--- src/rtl/axi_read_arbiter_if.sv ---
// Bundle between the two read requesters (fetch, dcache), the arbiter and the AXI4 AR/R channel.
// The master modport is the arbiter's view; slave is the requester/interconnect side.
interface axi_read_arbiter_if #(
   parameter int unsigned ADDR_W = 32,
   parameter int unsigned DATA_W = 32
);
   logic [1:0]          req_valid;
   logic [1:0]          req_ready;
   logic [2*ADDR_W-1:0] req_addr;
   logic [15:0]         req_len;
   logic [1:0]          rsp_valid;
   logic [DATA_W-1:0]   rsp_data;
   logic                rsp_last;
   logic                rsp_err;
   logic                m_axi_arready;
   logic                m_axi_arvalid;
   logic [ADDR_W-1:0]   m_axi_araddr;
   logic [7:0]          m_axi_arlen;
   logic [2:0]          m_axi_arsize;
   logic [1:0]          m_axi_arburst;
   logic [3:0]          m_axi_arcache;
   logic [5:0]          m_axi_arid;
   logic                m_axi_rready;
   logic                m_axi_rvalid;
   logic [DATA_W-1:0]   m_axi_rdata;
   logic [1:0]          m_axi_rresp;
   logic                m_axi_rlast;
   logic [5:0]          m_axi_rid;

   modport master (
      input  req_valid, req_addr, req_len,
      input  m_axi_arready, m_axi_rvalid, m_axi_rdata, m_axi_rresp, m_axi_rlast, m_axi_rid,
      output req_ready, rsp_valid, rsp_data, rsp_last, rsp_err,
      output m_axi_arvalid, m_axi_araddr, m_axi_arlen, m_axi_arsize, m_axi_arburst,
      output m_axi_arcache, m_axi_arid, m_axi_rready
   );

   modport slave (
      output req_valid, req_addr, req_len,
      output m_axi_arready, m_axi_rvalid, m_axi_rdata, m_axi_rresp, m_axi_rlast, m_axi_rid,
      input  req_ready, rsp_valid, rsp_data, rsp_last, rsp_err,
      input  m_axi_arvalid, m_axi_araddr, m_axi_arlen, m_axi_arsize, m_axi_arburst,
      input  m_axi_arcache, m_axi_arid, m_axi_rready
   );
endinterface

--- src/rtl/axi_read_arbiter.sv ---
// Round-robin arbiter sharing one AXI4 read channel between fetch (0) and dcache (1) misses.
// One burst in flight; R beats are registered and steered back to the owning requester.
module axi_read_arbiter #(
   parameter int unsigned ADDR_W = 32,
   parameter int unsigned DATA_W = 32
) (
   input logic                clk,
   input logic                rst,
   axi_read_arbiter_if.master bus
);

   localparam logic [2:0] ArSize = 3'($clog2(DATA_W / 8));

   typedef enum logic [1:0] {StIdle, StAr, StR} state_e;

   state_e            state_q, state_d;
   logic              owner_q, owner_d;
   logic              rr_last_q, rr_last_d;
   logic [ADDR_W-1:0] addr_q, addr_d;
   logic [7:0]        len_q, len_d;
   logic [7:0]        beat_cnt_q, beat_cnt_d;
   logic              past_len_q, past_len_d;
   logic [1:0]        rsp_valid_q, rsp_valid_d;
   logic [DATA_W-1:0] rsp_data_q, rsp_data_d;
   logic              rsp_last_q, rsp_last_d;
   logic              rsp_err_q, rsp_err_d;

   logic              win;
   logic              len_mismatch;
   logic [1:0]        grant;

   always_ff @(posedge clk or posedge rst) begin
      if (rst) begin
         state_q     <= StIdle;
         owner_q     <= 1'b0;
         rr_last_q   <= 1'b1;
         addr_q      <= '0;
         len_q       <= '0;
         beat_cnt_q  <= '0;
         past_len_q  <= 1'b0;
         rsp_valid_q <= '0;
         rsp_data_q  <= '0;
         rsp_last_q  <= 1'b0;
         rsp_err_q   <= 1'b0;
      end else begin
         state_q     <= state_d;
         owner_q     <= owner_d;
         rr_last_q   <= rr_last_d;
         addr_q      <= addr_d;
         len_q       <= len_d;
         beat_cnt_q  <= beat_cnt_d;
         past_len_q  <= past_len_d;
         rsp_valid_q <= rsp_valid_d;
         rsp_data_q  <= rsp_data_d;
         rsp_last_q  <= rsp_last_d;
         rsp_err_q   <= rsp_err_d;
      end
   end

   always_comb begin
      state_d     = state_q;
      owner_d     = owner_q;
      rr_last_d   = rr_last_q;
      addr_d      = addr_q;
      len_d       = len_q;
      beat_cnt_d  = beat_cnt_q;
      past_len_d  = past_len_q;
      rsp_valid_d = '0;
      rsp_data_d  = rsp_data_q;
      rsp_last_d  = 1'b0;
      rsp_err_d   = 1'b0;
      grant       = '0;

      // On a tie the requester that did not win last time goes next.
      win = (&bus.req_valid) ? ~rr_last_q : bus.req_valid[1];
      // past_len_q keeps the error asserted once the burst has overrun, even at a saturated count.
      len_mismatch = bus.m_axi_rlast ? ((beat_cnt_q != len_q) || past_len_q)
                                     : (beat_cnt_q >= len_q);

      unique case (state_q)
         StIdle: begin
            if (|bus.req_valid) begin
               grant     = win ? 2'b10 : 2'b01;
               owner_d   = win;
               rr_last_d = win;
               addr_d    = win ? bus.req_addr[ADDR_W +: ADDR_W] : bus.req_addr[0 +: ADDR_W];
               len_d     = win ? bus.req_len[15:8] : bus.req_len[7:0];
               state_d   = StAr;
            end
         end
         StAr: begin
            if (bus.m_axi_arready) begin
               beat_cnt_d = '0;
               past_len_d = 1'b0;
               state_d    = StR;
            end
         end
         StR: begin
            if (bus.m_axi_rvalid) begin
               rsp_valid_d = owner_q ? 2'b10 : 2'b01;
               rsp_data_d  = bus.m_axi_rdata;
               rsp_last_d  = bus.m_axi_rlast;
               rsp_err_d   = (bus.m_axi_rresp != 2'b00) ||
                             (bus.m_axi_rid != {5'b0, owner_q}) || len_mismatch;
               if (beat_cnt_q != 8'hff) beat_cnt_d = beat_cnt_q + 8'd1;
               if (!bus.m_axi_rlast && (beat_cnt_q >= len_q)) past_len_d = 1'b1;
               if (bus.m_axi_rlast) state_d = StIdle;
            end
         end
         default: state_d = StIdle;
      endcase
   end

   always_comb begin
      bus.req_ready     = grant & {2{~rst}};
      bus.rsp_valid     = rsp_valid_q;
      bus.rsp_data      = rsp_data_q;
      bus.rsp_last      = rsp_last_q;
      bus.rsp_err       = rsp_err_q;
      bus.m_axi_arvalid = (state_q == StAr);
      bus.m_axi_araddr  = addr_q;
      bus.m_axi_arlen   = len_q;
      bus.m_axi_arsize  = ArSize;
      bus.m_axi_arburst = 2'b01;
      bus.m_axi_arcache = 4'b0011;
      bus.m_axi_arid    = {5'b0, owner_q};
      bus.m_axi_rready  = (state_q == StR);
   end

endmodule

--- src/flat_wrapper.sv ---
// flat-port wrapper written by rule: the top's interface ports become plain ports
module axi_read_arbiter_flat 
#(
   parameter int unsigned ADDR_W = 32,
   parameter int unsigned DATA_W = 32
)
  (clk, rst, bus_req_valid, bus_req_addr, bus_req_len, bus_m_axi_arready, bus_m_axi_rvalid, bus_m_axi_rdata, bus_m_axi_rresp, bus_m_axi_rlast, bus_m_axi_rid, bus_req_ready, bus_rsp_valid, bus_rsp_data, bus_rsp_last, bus_rsp_err, bus_m_axi_arvalid, bus_m_axi_araddr, bus_m_axi_arlen, bus_m_axi_arsize, bus_m_axi_arburst, bus_m_axi_arcache, bus_m_axi_arid, bus_m_axi_rready);
  axi_read_arbiter_if #(.ADDR_W(ADDR_W), .DATA_W(DATA_W)) bus_i ();
  input logic clk;
  input logic rst;
  input wire logic [$bits(bus_i.req_valid)-1:0] bus_req_valid;
  input wire logic [$bits(bus_i.req_addr)-1:0] bus_req_addr;
  input wire logic [$bits(bus_i.req_len)-1:0] bus_req_len;
  input wire logic [$bits(bus_i.m_axi_arready)-1:0] bus_m_axi_arready;
  input wire logic [$bits(bus_i.m_axi_rvalid)-1:0] bus_m_axi_rvalid;
  input wire logic [$bits(bus_i.m_axi_rdata)-1:0] bus_m_axi_rdata;
  input wire logic [$bits(bus_i.m_axi_rresp)-1:0] bus_m_axi_rresp;
  input wire logic [$bits(bus_i.m_axi_rlast)-1:0] bus_m_axi_rlast;
  input wire logic [$bits(bus_i.m_axi_rid)-1:0] bus_m_axi_rid;
  output wire logic [$bits(bus_i.req_ready)-1:0] bus_req_ready;
  output wire logic [$bits(bus_i.rsp_valid)-1:0] bus_rsp_valid;
  output wire logic [$bits(bus_i.rsp_data)-1:0] bus_rsp_data;
  output wire logic [$bits(bus_i.rsp_last)-1:0] bus_rsp_last;
  output wire logic [$bits(bus_i.rsp_err)-1:0] bus_rsp_err;
  output wire logic [$bits(bus_i.m_axi_arvalid)-1:0] bus_m_axi_arvalid;
  output wire logic [$bits(bus_i.m_axi_araddr)-1:0] bus_m_axi_araddr;
  output wire logic [$bits(bus_i.m_axi_arlen)-1:0] bus_m_axi_arlen;
  output wire logic [$bits(bus_i.m_axi_arsize)-1:0] bus_m_axi_arsize;
  output wire logic [$bits(bus_i.m_axi_arburst)-1:0] bus_m_axi_arburst;
  output wire logic [$bits(bus_i.m_axi_arcache)-1:0] bus_m_axi_arcache;
  output wire logic [$bits(bus_i.m_axi_arid)-1:0] bus_m_axi_arid;
  output wire logic [$bits(bus_i.m_axi_rready)-1:0] bus_m_axi_rready;
  assign bus_i.req_valid = bus_req_valid;
  assign bus_i.req_addr = bus_req_addr;
  assign bus_i.req_len = bus_req_len;
  assign bus_i.m_axi_arready = bus_m_axi_arready;
  assign bus_i.m_axi_rvalid = bus_m_axi_rvalid;
  assign bus_i.m_axi_rdata = bus_m_axi_rdata;
  assign bus_i.m_axi_rresp = bus_m_axi_rresp;
  assign bus_i.m_axi_rlast = bus_m_axi_rlast;
  assign bus_i.m_axi_rid = bus_m_axi_rid;
  assign bus_req_ready = bus_i.req_ready;
  assign bus_rsp_valid = bus_i.rsp_valid;
  assign bus_rsp_data = bus_i.rsp_data;
  assign bus_rsp_last = bus_i.rsp_last;
  assign bus_rsp_err = bus_i.rsp_err;
  assign bus_m_axi_arvalid = bus_i.m_axi_arvalid;
  assign bus_m_axi_araddr = bus_i.m_axi_araddr;
  assign bus_m_axi_arlen = bus_i.m_axi_arlen;
  assign bus_m_axi_arsize = bus_i.m_axi_arsize;
  assign bus_m_axi_arburst = bus_i.m_axi_arburst;
  assign bus_m_axi_arcache = bus_i.m_axi_arcache;
  assign bus_m_axi_arid = bus_i.m_axi_arid;
  assign bus_m_axi_rready = bus_i.m_axi_rready;
  axi_read_arbiter #(.ADDR_W(ADDR_W), .DATA_W(DATA_W)) u_core (.clk(clk), .rst(rst), .bus(bus_i));
endmodule
--- config.mk ---
export PLATFORM = sky130hd
export DESIGN_NAME = axi_read_arbiter_flat
export DESIGN_NICKNAME = d
export VERILOG_FILES = /design/src/rtl/axi_read_arbiter_if.sv /design/src/rtl/axi_read_arbiter.sv /design/src/flat_wrapper.sv
export SDC_FILE = /design/constraint.sdc
export NUM_CORES = 1
export LEC_CHECK = 0
export ABC_AREA = 1
export CAP_MARGIN = 40
export CORE_MARGIN = 2
export CORE_UTILIZATION = 36
export CTS_CLUSTER_SIZE = 30
export DETAILED_ROUTE_END_ITERATION = 7
export GPL_ROUTABILITY_DRIVEN = 0
export PLACE_DENSITY = 0.77
export SLEW_MARGIN = 10
export SYNTH_ARGS = -nofsm -noshare
export SYNTH_HDL_FRONTEND = slang
export SYNTH_SLANG_ARGS = --single-unit
--- constraint.sdc ---
create_clock -name clk -period 2.5 [get_ports clk]
set_input_delay 0.375 -clock clk [delete_from_list [all_inputs] [get_ports clk]]
set_output_delay 0.375 -clock clk [all_outputs]
set_load 0.01 [all_outputs]
Word level (Yosys, flattened, before mapping)
Index checks and enable logic that the tools add are counted.
- register bits after elaboration: 89
- input port bits: 127
- output and inout bits: 95
- word-level logic and storage cells: 69
- add/subtract/negate cells: 1
- order comparisons: 1
- eq/ne operators: 11
- mux-type cells: 27
- bitwise logic cells: 3
- reduce and logical (&&, ||, !) cells: 15
- operators with widths (kind ; number):
    32-bit 2-to-1 mux ; 1
    8-bit 2-to-1 mux ; 4
    2-bit 2-to-1 mux ; 10
    8-bit case mux with 2 select lines ; 1
    4-bit AND reduction ; 3
    1-bit 2-to-1 mux ; 9
    8-bit by 1-bit adder with 8-bit output (second input constant) ; 1
    8-bit >= comparator ; 1
    8-bit inequality test ; 1
    8-bit inequality test (second input constant) ; 1
    2-bit by 1-bit inequality test with 1-bit output (second input constant) ; 3
    2-bit inequality test (second input constant) ; 3
    6-bit by 1-bit inequality test with 1-bit output ; 1
    2-bit case mux with 3 select lines ; 1
    2-bit AND reduction ; 3
    2-bit nonzero test ; 2
    1-bit logical OR ; 3
    2-bit bitwise AND ; 1
    2-bit by 1-bit == test with 1-bit output (second input constant) ; 1
    2-bit == test (second input constant) ; 1
    2-bit zero test ; 1
    1-bit NOT ; 2
    1-bit case mux with 2 select lines ; 1
    2-bit OR reduction ; 1
    other kinds (2) ; 2

Logic depth before layout (Yosys ltp)
Gate-level depths: netlist of run 1.
- word-level depth: 6
- gate-level depth with buffers: 11
- mapped depth without buffers: 11

Least setup slack after synthesis of run 1
No wires, ideal clock.
- path kind: register to output
- start: register u_core.rr_last_q
- end: output port bus_req_ready[0]
- arrival time: 1202 ps
- required time: 2125 ps
- path slack: 923 ps
- stages on the path, launching flop included: 6
- buffers on the path: 1
- path through: dfstp_2 -> nand2_1 -> nand2_1 -> inv_1 -> buf_2 -> nor3_1
- cells in the longest elaborated chain, start to end: 6
- ends and longest elaborated chain (item ; RTL line ; source):
    start, declared ; axi_read_arbiter.sv:18 ; logic rr_last_q, rr_last_d;
    start signal, assigned ; axi_read_arbiter.sv:48 ; rr_last_q <= rr_last_d;
    1-bit NOT ; axi_read_arbiter.sv:75 ; win = (&bus.req_valid) ? ~rr_last_q : bus.req_valid[1];
    1-bit 2-to-1 mux ; axi_read_arbiter.sv:75 ;
    2-bit 2-to-1 mux ; axi_read_arbiter.sv:83 ; grant = win ? 2'b10 : 2'b01;
    2-bit 2-to-1 mux ; axi_read_arbiter.sv:82 ; if (|bus.req_valid) begin
    2-bit 2-to-1 mux ; axi_read_arbiter.sv:80 ; unique case (state_q)
    2-bit bitwise AND ; axi_read_arbiter.sv:115 ; bus.req_ready = grant & {2{~rst}};
    end, declared ; flat_wrapper.sv:20 ; output wire logic [$bits(bus_i.req_ready)-1:0] bus_req_ready;
No other way between the ends.

Final worst setup path of run 1
- start: input port bus_req_valid[0]
- end: output port bus_req_ready[0]
- cells in the longest elaborated chain, start to end: 6
- elaborated cells between the ends (all ways): 7
- classes of those cells: 4 x mux; 1 x bitwise; 2 x reduce/logical
- ends and longest elaborated chain (item ; RTL line ; source):
    start, declared ; flat_wrapper.sv:11 ; input wire logic [$bits(bus_i.req_valid)-1:0] bus_req_valid;
    2-bit AND reduction ; axi_read_arbiter.sv:75 ;
    1-bit 2-to-1 mux ; axi_read_arbiter.sv:75 ;
    2-bit 2-to-1 mux ; axi_read_arbiter.sv:83 ;
    2-bit 2-to-1 mux (*) ; axi_read_arbiter.sv:82 ;
    2-bit 2-to-1 mux (*) ; axi_read_arbiter.sv:80 ;
    2-bit bitwise AND (*) ; axi_read_arbiter.sv:115 ;
Every way passes the cells marked *; elsewhere a longest branch is shown, timed or not.

==> results.md, run 1 <==
STA:
- Counting I/O delays and the setup requirement, the final critical path takes 2.28 ns.
- The count of final max-slew check failures is 0.
- After layout, the worst setup slack is 0.220 ns.
- Derived from the worst setup path, the maximum achievable clock frequency is 439 MHz.
- The count of final hold-check violations is 0.
- Setup total negative slack on the finished layout was measured at 0 ns.
- The final hold slack is 0.472 ns.
- Setup repair after global routing left no endpoint under its margin.
- The number of setup violations in the final report is 0.
- The clock arrives with 0.00744 ns of skew.
- The normalized max-slew margin is 0.540.
- At the pin with the least slew margin, the transition time is 0.688 ns.
- Dividing the final minimum period by the clock period gives 0.912.

Flow run:
- The number of violations of the max-capacitance limit is 0.

Floorplan:
- The die covers 12700 um2.
- The region available for standard cell placement spans 11500 um2.
- In this run the horizontal extent of the chip is 113 um.
- The initial core utilization is 0.371.
- In this run the core area contains 39 standard-cell rows.
- The number of top-level pins is 222.
- Measured along the y axis, the die boundary spans 113 um.

Drt:
- The length of the first detailed-routing pass in iterations is 4.
- The detailed router placed 4128 vias in this run.
- The final routed wirelength across all metal layers is 12.4 mm.
- The per-cell via count in the routed design is 4.76.
- The post-detailed-route DRC marker count is 0.
- In this run the remaining antenna-violating nets after routing total 0.
- Dividing the detail-routed wire length by the instance count gives 14.3 um.
- In this run, the number of DRC markers left after iteration 0 of detailed routing was 148.

Clock tree:
- The hold buffer count at CTS is 0.
- The total of cells resized after clock tree synthesis is 0.
- The H-tree generated during clock tree synthesis spans 3 levels.
- The number of clock buffers added by TritonCTS is 9.
- The clock latency on the worst-skew pair is 0.34 ns.
- The maximum clock path buffer count is 2.
- The CTS tree is yes.
- The number of buffers added for setup after CTS is 0.
- The clock net sink count is 89.
- The cell at the root of the clock tree is clkbuf_16.
- Clock-pin slew was measured on the worst setup and hold paths at 0.06 ns.

Worst setup path:
- The nature of the critical path endpoint is an output pin.
- The endpoint of the worst register-to-register path is u_core.bus.m_axi_araddr[1]$_DFFE_PP0P_.
- In this run the worst setup path terminates at bus_req_ready[0].
- Along the worst path, the maximum fanout reaches 4.
- The worst setup path is of the primary input to output pin kind.
- The data required time of the worst path is 2.12 ns.
- The worst setup path is launched from a primary input.
- In this run the critical register-to-register path is launched from u_core.state_q[1]$_DFFE_PP0P_.
- The most critical setup path has its startpoint at bus_req_valid[0].
- At the worst endpoint, the arrival time is 1.91 ns.
- Across all register-to-register paths, the minimum setup slack is 0.80 ns.
- The cell count of the worst reg-to-reg path is 5.

Synthesis:
- The number of different library cells used by synthesis comes to 28.
- The basic-gate share of the synthesized area counting and, or, nand and nor cells is 0.234.
- The post-synthesis register bit count is 89.
- The adder-cell share of the synthesized area is 0.0265.
- The post-synthesis instance total is 520.
- The proportion of synthesized area in mux cells is 0.
- Yosys printed 0 warnings.
- The dominant combinational cell family by area after synthesis is simple AND/OR/NAND/NOR gates.
- Summing every instance area after synthesis gives 4250 um2.
- The fraction of the mapped netlist area in compound gates is 0.121.
- The sequential-to-total area share from yosys stat is 0.524.
- The xor and xnor area share after synthesis is 0.00618.
- The number of synthesized flops with an enable pin is 0.
- In the synthesized netlist the dominant register cell turns out to be dfrtp_1.
- Dividing the synthesized area by the synthesized cell count gives 8.17 um2.
- For this run, asynchronously set or reset flops after synthesis account for 1.00.

Global routing:
- The first global-routing pass estimated 20.0 mm of wire.
- The number of antenna violations at the first check in global routing came to 0.
- The via count of the first global-routing pass is 4240.
- The final global-route overflow total is 0.
- The total routing resource utilization after global routing is 0.196.
- Entering global routing, the biggest net connects 90 pins.

Cells and area:
- The repair_antennas step left the layout with diodes totalling 0.
- The synthesis-to-finish area growth is 58.0%.
- The leading cell type in the layout, fill and taps excluded is clkdlybuf4s50_1.
- Leaving out fill and tap cells, the most frequent cells in the layout are clkdlybuf4s50_1, nand2_1, dfrtp_1.
- In the final layout, the share of cells above drive strength 1 is 0.0470.
- The final cell utilization of the core is 0.585.
- After the last flow step, the layout net total stands at 855.

Pwr:
- The total design power is 7240 uW.
- In this run the static leakage power is 0.00310 uW.
- For this design the ratio of total power to cell area is 1080 nW/um2.
- Across the VDD grid, the largest voltage drop is 553 uV.

Place:
- The post-placement setup slack is 0.231 ns.
- Port buffering added 207 buffers.
- Detailed placement finished with a half-perimeter wire length of 9.17 mm.

Worst hold path:
- The path class of the lowest-slack min-delay path is flop to flop.

Status:
- The flow ran to the end, and the final reports show no timing, DRC or antenna violations.
==> synth_stat cells (2+ instances only) <==
cell,count,area share
inv_2,3,0.0026
nor2_4,2,0.0053
inv_1,31,0.027
nor2_1,57,0.050
buf_4,16,0.028
nand2_2,2,0.0029
o21ai_1,22,0.026
o22ai_1,5,0.0074
xor2_1,2,0.0041
o21ai_0,59,0.069
nand3b_1,2,0.0035
nor3_1,2,0.0024
o22ai_2,2,0.0059
ha_1,9,0.027
nand3_1,10,0.012
dfrtp_1,88,0.52
clkbuf_1,5,0.0044
a21oi_1,6,0.0071
nand4_1,2,0.0029
conb_1,2,0.0018
nand2_1,172,0.15
buf_6,3,0.0079
buf_2,13,0.015
==> where the power goes <==
group	switching, uW	internal, uW	leakage [uW]
Clock	542	1000	0.000166
Combinational	1610	1650	0.00182
Sequential	371	2070	0.00112
==> cell families (layout without fill, tap and decap cells) <==
kind of cell	Yosys count	in the layout
AND/OR/NAND/NOR	250	250
other	2	14
buffers and inverters	71	263
AO/OA/AOI/OAI	96	96
adder cells (fa/ha/maj)	9	9
XOR/XNOR	3	3
flip-flops	89	89
==> per-layer routing <==
metal | track usage | part of all wire | up-vias
met5 | 0 | 0 | -
met4 | 0.0821 | 0.027 | 0
met3 | 0.0589 | 0.075 | 27
met2 | 0.347 | 0.51 | 165
met1 | 0.220 | 0.39 | 1916
li1 | - | - | 2020
==> critical path: stages <==
cell and delay [ns]:
clkdlybuf4s50_1 0.53, nand2_1 0.07, nand2_1 0.08, inv_1 0.08, nor3_1 0.20, clkdlybuf4s50_1 0.57
==> layout make-up <==
type	instances	area [um2]
fillers	1003	4750
flip-flops and latches	89	2230
inverters	34	131
repair buffers	213	2130
clock inverters	5	103
well taps	143	179
multi-input cells	372	1700
clock buffers	11	243
==> registers in the layout, indices dropped and copies added, names as in the netlist <==
signal / cells
u_core.beat_cnt_q: 8
u_core.bus.m_axi_araddr: 32
u_core.bus.m_axi_arlen: 8
u_core.bus.rsp_data: 32
u_core.bus.rsp_err: 1
u_core.bus.rsp_last: 1
u_core.bus.rsp_valid: 2
u_core.owner_q: 1
u_core.past_len_q: 1
u_core.rr_last_q: 1
u_core.state_q: 2
==> worst min path at each step <==
stage,cells after the start,end,start
5_1_grt,2,u_core.rr_last_q$_DFFE_PP1P_,u_core.rr_last_q$_DFFE_PP1P_
6_report,2,u_core.rr_last_q$_DFFE_PP1P_,u_core.rr_last_q$_DFFE_PP1P_
2_1_floorplan,2,u_core.rr_last_q$_DFFE_PP1P_,u_core.rr_last_q$_DFFE_PP1P_
3_3_place_gp,2,u_core.bus.rsp_data[23]$_DFFE_PP0P_,u_core.bus.rsp_data[23]$_DFFE_PP0P_
3_5_place_dp,2,u_core.bus.rsp_data[15]$_DFFE_PP0P_,u_core.bus.rsp_data[15]$_DFFE_PP0P_
4_1_cts,2,u_core.rr_last_q$_DFFE_PP1P_,u_core.rr_last_q$_DFFE_PP1P_
==> metrics by stage <==
step	cells	instance area (um2)
global route	867	6710
floorplan	532	4300
detailed placement	851	6370
finish	867	6710
global placement	851	6370
CTS	867	6710
(Power assumes the default switching activity.)
==> run 2: changes to the inputs <==
--- a/config.mk
+++ b/config.mk
@@ -7,7 +7,6 @@
 export LEC_CHECK = 0
 export ABC_AREA = 1
 export CAP_MARGIN = 40
-export CORE_MARGIN = 2
 export CORE_UTILIZATION = 36
 export CTS_CLUSTER_SIZE = 30
 export DETAILED_ROUTE_END_ITERATION = 7
==> run 2 against run 1 <==
- clock power down 5%
- non-clock buffer count grew 1
- combinational power up 1%
- total power is 0.53% lower
- flip-flop and latch count unchanged
- critical path depth is the same
- final cell count grew 0.12%
- critical endpoint unchanged
- largest power group unchanged
==> results.md, run 2 (synthesized netlist as in run 1, its figures left out) <==
STA:
- The count of final hold-check violations is 0.
- After routing, the total negative slack on setup checks comes to 0 ns.
- Setup violations remaining at the end of the flow were counted as 0.
- The count of final max-slew check failures came to 0.
- The transition time at the pin with the least slew margin is 0.591 ns.
- The normalized max-slew margin is 0.606.
- Across the routed clock network, the largest skew measured is 0.00815 ns.
- Setup repair after global routing left no endpoint under its margin.
- The highest attainable clock frequency is 446 MHz.
- Dividing the final minimum period by the clock period gives 0.898.
- Counting I/O delays and the setup requirement, the final critical path takes 2.24 ns.

Floorplan:
- For this design the top-level I/O count stands at 222.
- The area enclosed by the die boundary is 12200 um2.
- Measured along the y axis, the die boundary spans 111 um.
- The number of rows created at floorplan is 39.
- The floorplan step set the die width to 111 um.
- For this configuration, the core starts out at a cell density of 0.371.
- The core footprint is 11500 um2.

Cells and area:
- Fill cells in the final layout number 1024.
- Summing all non-filler instances in the final layout gives an area of 6710 um2.
- The area growth from synthesis to layout is 58.0%.
- Once layout is complete, the cells apart from fillers number 868.
- Of the cells placed in the final design, the portion with a size suffix greater than 1 is 0.0455.
- The number of antenna diodes in the final layout is 0.
- The top cell types in the final layout, fill and taps aside, are clkdlybuf4s50_1, nand2_1, dfrtp_1.
- In the final design database the tool counted 856 nets.
- For this run, the share of the core covered by cells in the final layout is 0.585.
- The leading cell type in the layout, fill and taps excluded is clkdlybuf4s50_1.

Worst setup path:
- The maximum fanout along the worst path is 4.
- The largest stage delay on the critical path is 0.58 ns.
- The family with the most delay on the worst path is buffers and inverters.
- The nature of the critical path endpoint is an output pin.
- The worst setup path is of the primary input to output pin kind.
- The slowest stage of the critical path belongs to the cell clkdlybuf4s50_1.
- Walking the worst path, the cells encountered are clkdlybuf4s50_1, nand2_1, nand2_1, inv_1, nor3_1, clkdlybuf4s50_1.
- The logic depth of the worst setup path including buffers is 6.
- The count of buffer and inverter cells on the critical path is 3.
- The data required time of the worst path is 2.12 ns.
- STA puts the critical path data arrival time at 1.87 ns.
- The worst register-to-register path has a depth of 6.
- The kind of launch point of the worst setup path is a primary input.

Worst hold path:
- The path class of the lowest-slack min-delay path is flop to flop.
- The cell count of the worst hold path is 2.

Drt:
- The via total after detailed routing is 4051.
- The detail route stage leaves a number of antenna-violating nets equal to 0.
- The length of the first detailed-routing pass in iterations is 4.
- The DRC marker count from the first detailed-route iteration is 138.
- After detailed routing, the total wire length is 12.2 mm.
- The post-detailed-route DRC marker count is 0.
- Dividing the detail-routed via count by the number of cells gives 4.67.
- In the final routed layout, each cell accounts on average for 14.0 um.

Clock tree:
- The clock net sink count is 89.
- The number of buffers inserted during clock tree synthesis is 9.
- The CTS tree is yes.
- The maximum clock path buffer count is 2.
- The depth of the CTS H-tree is 3.
- The clock edge transition at the registers on the reported setup and hold paths is 0.06 ns.
- The number of gates resized after CTS was 0.
- Clock latency on the worst-skew pair, taken at its later pin, is 0.34 ns.
- The cell sitting at the root of the clock tree is a clkbuf_16.
- The number of buffers added for setup after CTS is 0.
- Hold repair after CTS inserted 0 buffers.

Place:
- The placed cell count is 852.
- The sum of net half-perimeters after detailed placement is 9.08 mm.
- The count of buffers added on input and output ports is 207.
- The placement-stage cell area is 6390 um2.

Pwr:
- The peak supply drop is 546 uV.
- The leakage component of the power is 0.00310 uW.
- The design draws 7210 uW.
- Power spread over the standard cell area amounts to 1070 nW/um2.

Global routing:
- The wire length of the first global-routing pass is 19.8 mm.
- Summed over all layers, the global routing overflow is 0.
- Across every metal layer, demand over resource in global routing totals 0.203.
- The number of antenna violations at the first check in global routing is 0.
- The pin count of the biggest net entering global routing is 90.
- The via count of the first global-routing pass is 3959.

Status:
- The flow ran to the end, and the final reports show no timing, DRC or antenna violations.

Flow run:
- The number of violations of the max-capacitance limit is 0.
[run 2: per-stage QoR]
| step | setup WS [ns] | hold WS [ns] |
|---|---|---|
| 2_1_floorplan | 0.923 | 0.443 |
| 5_1_grt | 0.137 | 0.486 |
| 6_report | 0.256 | 0.471 |
| 4_1_cts | 0.241 | 0.473 |
| 3_5_place_dp | 0.243 | 0.458 |
| 3_3_place_gp | 0.295 | 0.453 |
[run 2: final timing paths]
kind / start / to / slack (ns)
max: bus_req_valid[0] / bus_req_ready[0] / 0.26
min: u_core.bus.rsp_data[30]$_DFFE_PP0P_ / u_core.bus.rsp_data[30]$_DFFE_PP0P_ / 0.47
max reg2reg: u_core.state_q[1]$_DFFE_PP0P_ / u_core.bus.m_axi_araddr[19]$_DFFE_PP0P_ / 0.92
min reg2reg: u_core.bus.rsp_data[30]$_DFFE_PP0P_ / u_core.bus.rsp_data[30]$_DFFE_PP0P_ / 0.47
max in group asynchronous: rst / u_core.rr_last_q$_DFFE_PP1P_ / 1.50
min in group asynchronous: rst / u_core.bus.m_axi_araddr[14]$_DFFE_PP0P_ / 0.59
[run 2: report_power, final]
group          leakage [uW]  switching [uW]  internal, uW
logic               0.00183            1630          1680
registers           0.00112             366          2070
clock network      0.000157             534           932
total               0.00310            2530          4680
[run 2: cell type report]
type                            count  area [um2]  share of cell area
Clock buffer                       14         264              0.0393
Timing Repair Buffer              214        2150               0.320
Clock inverter                      2        60.1             0.00895
Sequential cell                    89        2230               0.332
Multi-Input combinational cell    372        1700               0.253
Tap cell                          143         179              0.0267
Inverter                           34         131              0.0196
[run 2: routing by layer]
| layer | vias up | share of wire | GRT usage |
|---|---|---|---|
| li1 | 2019 | - | - |
| met1 | 1861 | 0.39 | 0.229 |
| met2 | 147 | 0.51 | 0.359 |
| met3 | 24 | 0.067 | 0.0560 |
| met4 | 0 | 0.028 | 0.0853 |
| met5 | - | 0 | 0 |
[run 2: worst reg2reg max path, cell delays in order, from the launching register on]
cell and delay (ns):
dfrtp_1 0.42, nor2_4 0.19, o21ai_4 0.09, inv_2 0.25, buf_12 0.21, o21ai_0 0.10
o21ai_0 0.22
==> run 3: changes to the inputs <==
--- a/config.mk
+++ b/config.mk
@@ -12,7 +12,6 @@
 export DETAILED_ROUTE_END_ITERATION = 7
 export GPL_ROUTABILITY_DRIVEN = 0
 export PLACE_DENSITY = 0.77
-export SLEW_MARGIN = 10
 export SYNTH_ARGS = -nofsm -noshare
 export SYNTH_HDL_FRONTEND = slang
 export SYNTH_SLANG_ARGS = --single-unit
==> results of run 3 <==
Same layout as run 2: the final DEF is identical, and so are final timing and power.
